`config.mk`:
```
export PLATFORM = sky130hd
export DESIGN_NAME = add4_rr_sched_flat
export DESIGN_NICKNAME = d
export VERILOG_FILES = /design/src/rtl/add4_rr_sched_pkg.sv /design/src/rtl/add4_rr_sched_if.sv /design/src/rtl/add4.sv /design/src/rtl/add4_rr_sched_pick.sv /design/src/rtl/add4_rr_sched.sv /design/src/flat_wrapper.sv
export SDC_FILE = /design/constraint.sdc
export NUM_CORES = 1
export LEC_CHECK = 0
export CAP_MARGIN = 15
export CORE_MARGIN = 4
export CORE_UTILIZATION = 40
export DETAILED_ROUTE_END_ITERATION = 8
export PLACE_DENSITY = 0.73
export SLEW_MARGIN = 20
export SYNTH_ARGS = -nofsm -noshare
export SYNTH_HDL_FRONTEND = slang
export SYNTH_SLANG_ARGS = --single-unit
export TNS_END_PERCENT = 30
```
`constraint.sdc`:
```
create_clock -name clk -period 15.6 [get_ports clk]
set_input_delay 3.12 -clock clk [delete_from_list [all_inputs] [get_ports clk]]
set_output_delay 3.12 -clock clk [all_outputs]
set_load 0.02 [all_outputs]
```
`src/rtl/add4_rr_sched_pkg.sv`:
```
// Shared constants, slot state encoding and round-robin helper for the
// add4 request scheduler.
package add4_sched_pkg;

   localparam int OP_W  = 4;
   localparam int SUM_W = 5;
   // Pointer arithmetic is done at this width so one helper covers 2..8 requesters.
   localparam int IDX_W = 3;

   typedef enum logic [0:0] {
      EMPTY = 1'b0,
      FULL  = 1'b1
   } slot_state_t;

   function automatic logic [IDX_W-1:0] rr_next(input logic [IDX_W-1:0] ptr,
                                                input int num_req);
      if (int'(ptr) + 1 >= num_req) return '0;
      return ptr + IDX_W'(1);
   endfunction

endpackage

```
`src/rtl/add4_rr_sched_if.sv`:
```
// Request/response bundle between operand producers, the scheduler and the
// result consumer.
//
// Handshake: a transfer happens on a rising clk edge where valid and ready are
// both high. A producer holds valid and its data stable until that edge; ready
// may be asserted or withdrawn at any time and never waits on valid falling.
interface add4_rr_sched_if
   import add4_sched_pkg::*;
#(
   parameter int NUM_REQ = 4,
   parameter int CNT_W   = 16
);
   localparam int ID_W = $clog2(NUM_REQ);

   logic [NUM_REQ-1:0]        req_valid;
   logic [NUM_REQ*4*OP_W-1:0] req_ops;
   logic [NUM_REQ-1:0]        req_ready;
   logic                      resp_valid;
   logic                      resp_ready;
   logic [SUM_W-1:0]          resp_sum;
   logic                      resp_ov;
   logic [ID_W-1:0]           resp_id;
   logic [CNT_W-1:0]          txn_count;
   logic [0:0]                dbg_state;
   logic [ID_W-1:0]           dbg_ptr;

   modport master (
      output req_valid, req_ops, resp_ready,
      input  req_ready, resp_valid, resp_sum, resp_ov, resp_id, txn_count,
             dbg_state, dbg_ptr
   );

   modport slave (
      input  req_valid, req_ops, resp_ready,
      output req_ready, resp_valid, resp_sum, resp_ov, resp_id, txn_count,
             dbg_state, dbg_ptr
   );

endinterface

```
`src/rtl/add4.sv`:
```
// Existing four-operand 4-bit adder: {ov,sum} = a+b+c+d, purely combinational.
module add4 (
   input  logic [3:0] a,
   input  logic [3:0] b,
   input  logic [3:0] c,
   input  logic [3:0] d,
   output logic [4:0] sum,
   output logic       ov
);

   logic [5:0] total;

   assign total     = {2'b00, a} + {2'b00, b} + {2'b00, c} + {2'b00, d};
   assign {ov, sum} = total;

endmodule

```
`src/rtl/add4_rr_sched_pick.sv`:
```
// Round-robin picker: first set request at or after ptr, wrapping at NUM_REQ.
module rr_pick #(
   parameter int NUM_REQ = 4,
   parameter int ID_W    = $clog2(NUM_REQ)
) (
   input  logic [NUM_REQ-1:0] req,
   input  logic [ID_W-1:0]    ptr,
   output logic [NUM_REQ-1:0] grant,
   output logic [ID_W-1:0]    idx,
   output logic               any
);

   always_comb begin
      int base;
      int j;
      grant = '0;
      idx   = '0;
      any   = 1'b0;
      // An out-of-range pointer is treated as 0 so j always stays below NUM_REQ.
      base  = (int'(ptr) < NUM_REQ) ? int'(ptr) : 0;
      j     = 0;
      for (int k = 0; k < NUM_REQ; k++) begin
         j = base + k;
         if (j >= NUM_REQ) j = j - NUM_REQ;
         if (!any && req[j]) begin
            any      = 1'b1;
            grant[j] = 1'b1;
            idx      = ID_W'(j);
         end
      end
   end

endmodule

```
`src/rtl/add4_rr_sched.sv`:
```
// Shares one add4 among NUM_REQ requesters with round-robin arbitration and a
// single-entry tagged result slot that the consumer can stall.
module add4_rr_sched
   import add4_sched_pkg::*;
#(
   parameter int NUM_REQ = 4,
   parameter int CNT_W   = 16
) (
   input  logic                 clk,
   input  logic                 rst,
   add4_rr_sched_if.slave       bus
);

   localparam int ID_W = $clog2(NUM_REQ);

   localparam logic [0:0] S_EMPTY = EMPTY;
   localparam logic [0:0] S_FULL  = FULL;

   logic [0:0]         state;
   logic [ID_W-1:0]    ptr;
   logic [NUM_REQ-1:0] grant;
   logic [ID_W-1:0]    pick_idx;
   logic               pick_any;
   logic               slot_free;
   logic               accept;
   logic [4*OP_W-1:0]  sel_ops;
   logic [SUM_W-1:0]   add_sum;
   logic               add_ov;
   logic [SUM_W-1:0]   sum_q;
   logic               ov_q;
   logic [ID_W-1:0]    id_q;
   logic [CNT_W-1:0]   cnt_q;

   rr_pick #(
      .NUM_REQ (NUM_REQ),
      .ID_W    (ID_W)
   ) u_pick (
      .req   (bus.req_valid),
      .ptr   (ptr),
      .grant (grant),
      .idx   (pick_idx),
      .any   (pick_any)
   );

   // The only combinational resp_ready -> req_ready path: a draining slot is free.
   assign slot_free     = (state == S_EMPTY) | bus.resp_ready;
   assign bus.req_ready = grant & {NUM_REQ{slot_free}};
   assign accept        = pick_any & slot_free;

   // One-hot mux keeps the operand select in range for any NUM_REQ.
   always_comb begin
      sel_ops = '0;
      for (int i = 0; i < NUM_REQ; i++) begin
         if (grant[i]) sel_ops = bus.req_ops[i*4*OP_W +: 4*OP_W];
      end
   end

   add4 u_add4 (
      .a   (sel_ops[OP_W-1:0]),
      .b   (sel_ops[2*OP_W-1:OP_W]),
      .c   (sel_ops[3*OP_W-1:2*OP_W]),
      .d   (sel_ops[4*OP_W-1:3*OP_W]),
      .sum (add_sum),
      .ov  (add_ov)
   );

   always_ff @(posedge clk or negedge rst) begin
      if (!rst) begin
         state <= S_EMPTY;
         ptr   <= '0;
         sum_q <= '0;
         ov_q  <= 1'b0;
         id_q  <= '0;
         cnt_q <= '0;
      end else begin
         if (accept) begin
            state <= S_FULL;
            sum_q <= add_sum;
            ov_q  <= add_ov;
            id_q  <= pick_idx;
            ptr   <= ID_W'(rr_next(IDX_W'(pick_idx), NUM_REQ));
            if (cnt_q != {CNT_W{1'b1}}) cnt_q <= cnt_q + CNT_W'(1);
         end else if (state == S_FULL && bus.resp_ready) begin
            state <= S_EMPTY;
         end
      end
   end

   assign bus.resp_valid = (state == S_FULL);
   assign bus.resp_sum   = sum_q;
   assign bus.resp_ov    = ov_q;
   assign bus.resp_id    = id_q;
   assign bus.txn_count  = cnt_q;
   assign bus.dbg_state  = state;
   assign bus.dbg_ptr    = ptr;

endmodule

```
`src/flat_wrapper.sv`:
```
// flat-port wrapper written by rule: the top's interface ports become plain ports
module add4_rr_sched_flat import add4_sched_pkg::*;
#(
   parameter int NUM_REQ = 4,
   parameter int CNT_W   = 16
)
  (clk, rst, bus_req_valid, bus_req_ops, bus_resp_ready, bus_req_ready, bus_resp_valid, bus_resp_sum, bus_resp_ov, bus_resp_id, bus_txn_count, bus_dbg_state, bus_dbg_ptr);
  add4_rr_sched_if #(.NUM_REQ(NUM_REQ), .CNT_W(CNT_W)) bus_i ();
  input  logic clk;
  input  logic rst;
  input wire logic [$bits(bus_i.req_valid)-1:0] bus_req_valid;
  input wire logic [$bits(bus_i.req_ops)-1:0] bus_req_ops;
  input wire logic [$bits(bus_i.resp_ready)-1:0] bus_resp_ready;
  output wire logic [$bits(bus_i.req_ready)-1:0] bus_req_ready;
  output wire logic [$bits(bus_i.resp_valid)-1:0] bus_resp_valid;
  output wire logic [$bits(bus_i.resp_sum)-1:0] bus_resp_sum;
  output wire logic [$bits(bus_i.resp_ov)-1:0] bus_resp_ov;
  output wire logic [$bits(bus_i.resp_id)-1:0] bus_resp_id;
  output wire logic [$bits(bus_i.txn_count)-1:0] bus_txn_count;
  output wire logic [$bits(bus_i.dbg_state)-1:0] bus_dbg_state;
  output wire logic [$bits(bus_i.dbg_ptr)-1:0] bus_dbg_ptr;
  assign bus_i.req_valid = bus_req_valid;
  assign bus_i.req_ops = bus_req_ops;
  assign bus_i.resp_ready = bus_resp_ready;
  assign bus_req_ready = bus_i.req_ready;
  assign bus_resp_valid = bus_i.resp_valid;
  assign bus_resp_sum = bus_i.resp_sum;
  assign bus_resp_ov = bus_i.resp_ov;
  assign bus_resp_id = bus_i.resp_id;
  assign bus_txn_count = bus_i.txn_count;
  assign bus_dbg_state = bus_i.dbg_state;
  assign bus_dbg_ptr = bus_i.dbg_ptr;
  add4_rr_sched #(.NUM_REQ(NUM_REQ), .CNT_W(CNT_W)) u_core (.clk(clk), .rst(rst), .bus(bus_i));
endmodule
```
==> flow_summary.yaml <==
run_status:
  status: "finished, final reports clean"
die:
  die_h_um: 92.1
  dieArea_um2: 8480
  ios: 103
  coreArea_um2: 6830
  die_w_um: 92.1
  initial_utilization_pct: 41.4
  rows: 30
sta:
  slew_headroom_pct: 49.2
  maxSlewViolCount: 0
  fin_hold_ws_ns: 0.487
  setup_viol: 0
  clock_skew_ns: 0.00733
  period_minus_slack_ns: 9.59
  fin_crit_sh_pct: 61.5
  setup-tns-final_ns: 0
  max_clock_freq_mhz: 104
  fin_ws_ns: 6.01
  hold_violations: 0
  tightest_slew_ns: 0.762
  rsz0062_at_grt: "no"
synthesis:
  synth-edff-count: 0
  async_reset_ff_share_pct: 100
  seq_area_frac_synth_pct: 23.9
  yosys.cell_types.count: 61
  avgSynthCellArea_um2: 8.92
  yosys_warnings: 0
  synthCells: 317
  syn-num-nets: 409
  syn_area_um2: 2830
  ys_seq_elements: 27
  synthFlopType: "dfrtp_1"
detailed_routing:
  firstDrtPassIters: 5
  vias: 2818
  avgViaCountPerCell: 5.65
  routed_wl_mm: 8.28
  wl_per_cell_um: 16.6
  drtAntennaViolNets: 0
  drcViolationCount: 0
  drtIter0Drc: 153
clock_tree:
  cts_resized: 0
  cts.sinks: 27
  htreeDepth: 1
  clockBufferDepth: 2
  clk_pin_slew_ns: 0.10
  insertion_delay_ns: 0.27
  clock-root-buffer: "clkbuf_8"
  post-cts-setup-buffer-count: 0
  cts_inserted_buffers: 3
  tritoncts: "built"
  ctsHoldBuffers: 0
worst_setup_path:
  max_stage_delay_ns: 0.70
  critical_path_class: "primary input to output pin"
  path_cells: "clkdlybuf4s50_1 -> or3b_4 -> a2111oi_4 -> nand2b_2 -> and2_4 -> or2_1 -> and2_1 -> clkdlybuf4s50_1"
  startpoint_type: "primary input"
  cp_data_arrival_time_ns: 6.47
  slowest_stage: "clkdlybuf4s50_1"
  cp_max_fo: 19
  worstPathRequired_ns: 12.48
  crit_top_cell: "clkdlybuf4s50_1"
  endpoint_kind: "output pin"
grt:
  grt_pass1_vias: 2736
  grt_pass1_wl_mm: 13.5
  overflow: 0
  track_usage_pct: 19.1
  grt_max_degree: 28
  antenna_found_initial: 0
final_layout:
  final_core_util_pct: 56.9
  drive_gt1_share_pct: 7.20
  fin_nets: 496
  area.sequential_um2: 676
  multi_input_area_um2: 1970
  fillCellCount: 616
  diodes: 0
  syn_to_final_growth_pct: 37.6
hold_path:
  hold_class: "register to register"
placement:
  pre_cts_ws_ns: 6.06
  gp_routability_congestion: 0.881
  place_hpwl_mm: 6.37
  portBuffers: 102
job:
  cap_violations: 0
Yosys cell counts, types with 2 or more instances:
cell,count,area [um^2]
a21o_1,3,22.5
a21oi_1,7,35.0
a221oi_1,8,70.1
a311oi_1,8,70.1
a31oi_1,3,18.8
and2_1,2,12.5
and3_1,5,31.3
and4_1,11,96.3
and4b_1,2,20.0
buf_2,10,50.1
buf_4,3,22.5
buf_6,3,33.8
clkbuf_1,5,18.8
dfrtp_1,27,676
fa_1,6,120
ha_1,15,188
inv_1,10,37.5
mux2_2,6,67.6
mux2i_1,4,40.0
mux4_2,2,45.0
nand2_1,22,82.6
nand2b_1,4,25.0
nand3_1,10,50.1
nand3b_1,2,15.0
nand4_1,7,43.8
nor2_1,24,90.1
nor2b_1,4,25.0
nor3_1,2,10.0
o21a_1,4,30.0
o21ai_0,23,115
o21ai_1,2,10.0
o31a_1,16,140
o31ai_1,11,82.6
or2_1,2,12.5
or3b_2,2,17.5
xnor2_1,12,105
xor2_1,6,52.6
layer usage:
layer	share of wire, %	wire [um]	global-route usage, %	up-vias
met5	0	0	0	-
met4	0.75	62	4.95	0
met3	7.4	613	3.86	6
met2	46	3800	30.0	112
met1	46	3800	26.7	1336
li1	-	-	-	1364
state kept, by name, summed over array words and instances (netlist names), named ones only:
register and cells:
u_core.bus.dbg_ptr 1, u_core.bus.dbg_state 1, u_core.bus.resp_id 2, u_core.bus.resp_ov 1, u_core.bus.resp_sum 5, u_core.bus.txn_count 16
worst max-delay path: cells and delay by family:
family	cells	cell delay (ns)
buffers and inverters	2	1.30
AOI/OAI and AO/OA	1	0.41
and+or+nand+nor	5	1.62
cell type report:
cell class | instances | area share (%)
Inverter | 11 | 1.06
Sequential cell | 27 | 17.4
Clock inverter | 1 | 0.129
Tap cell | 96 | 3.09
Timing Repair Buffer | 104 | 26.6
Clock buffer | 3 | 1.06
Multi-Input combinational cell | 257 | 50.7
logic make-up (layout without fill, tap and decap cells):
group                    after synthesis  in the layout  share of synthesized area (%)
AND/OR/NAND/NOR                      107            107                           21.5
AO/OA/AOI/OAI                         98             98                           25.8
buffers and inverters                 33            119                           6.42
flip-flops                            27             27                           23.9
adder cells (fa/ha/maj)               21             21                           10.9
XOR/XNOR                              18             18                           5.58
multiplexers                          13             13                           5.88
path summary, 6_finish.rpt:
check	cells past startpoint	slack, ns	from	endpoint
worst max-delay path	8	6.01	bus_req_valid[3]	bus_req_ready[3]
worst min-delay path	2	0.49	u_core.bus.resp_sum[0]	u_core.bus.resp_sum[0]
worst max register to register	19	9.23	register	u_core.bus.resp_sum[4]
worst min register to register	2	0.49	u_core.bus.resp_sum[0]	u_core.bus.resp_sum[0]
max in group asynchronous	2	12.12	rst	asynchronous set/reset pin
min in group asynchronous	2	3.21	rst	u_core.bus.txn_count[10]
layout by cell type (no fill, tap or decap), types with 5 or more instances in the layout:
| cell type | count |
|---|---|
| a21oi_1 | 7 |
| a221oi_1 | 8 |
| a311oi_1 | 8 |
| and3_1 | 5 |
| and4_1 | 11 |
| clkdlybuf4s50_1 | 102 |
| dfrtp_1 | 27 |
| fa_1 | 6 |
| ha_1 | 15 |
| inv_1 | 10 |
| mux2_2 | 6 |
| nand2_1 | 22 |
| nand3_1 | 10 |
| nand4_1 | 7 |
| nor2_1 | 24 |
| o21ai_0 | 23 |
| o31a_1 | 16 |
| o31ai_1 | 11 |
| xnor2_1 | 12 |
| xor2_1 | 6 |
through the flow:
stage / instances / instance area [um^2]
finish: 499 / 3890
floorplan: 317 / 2830
global route: 499 / 3890
detailed placement: 495 / 3840
global placement: 495 / 3840
CTS: 499 / 3890
Power is not shown: default switching activity piles up to over one toggle a cycle in this logic, so the estimate is an artifact.
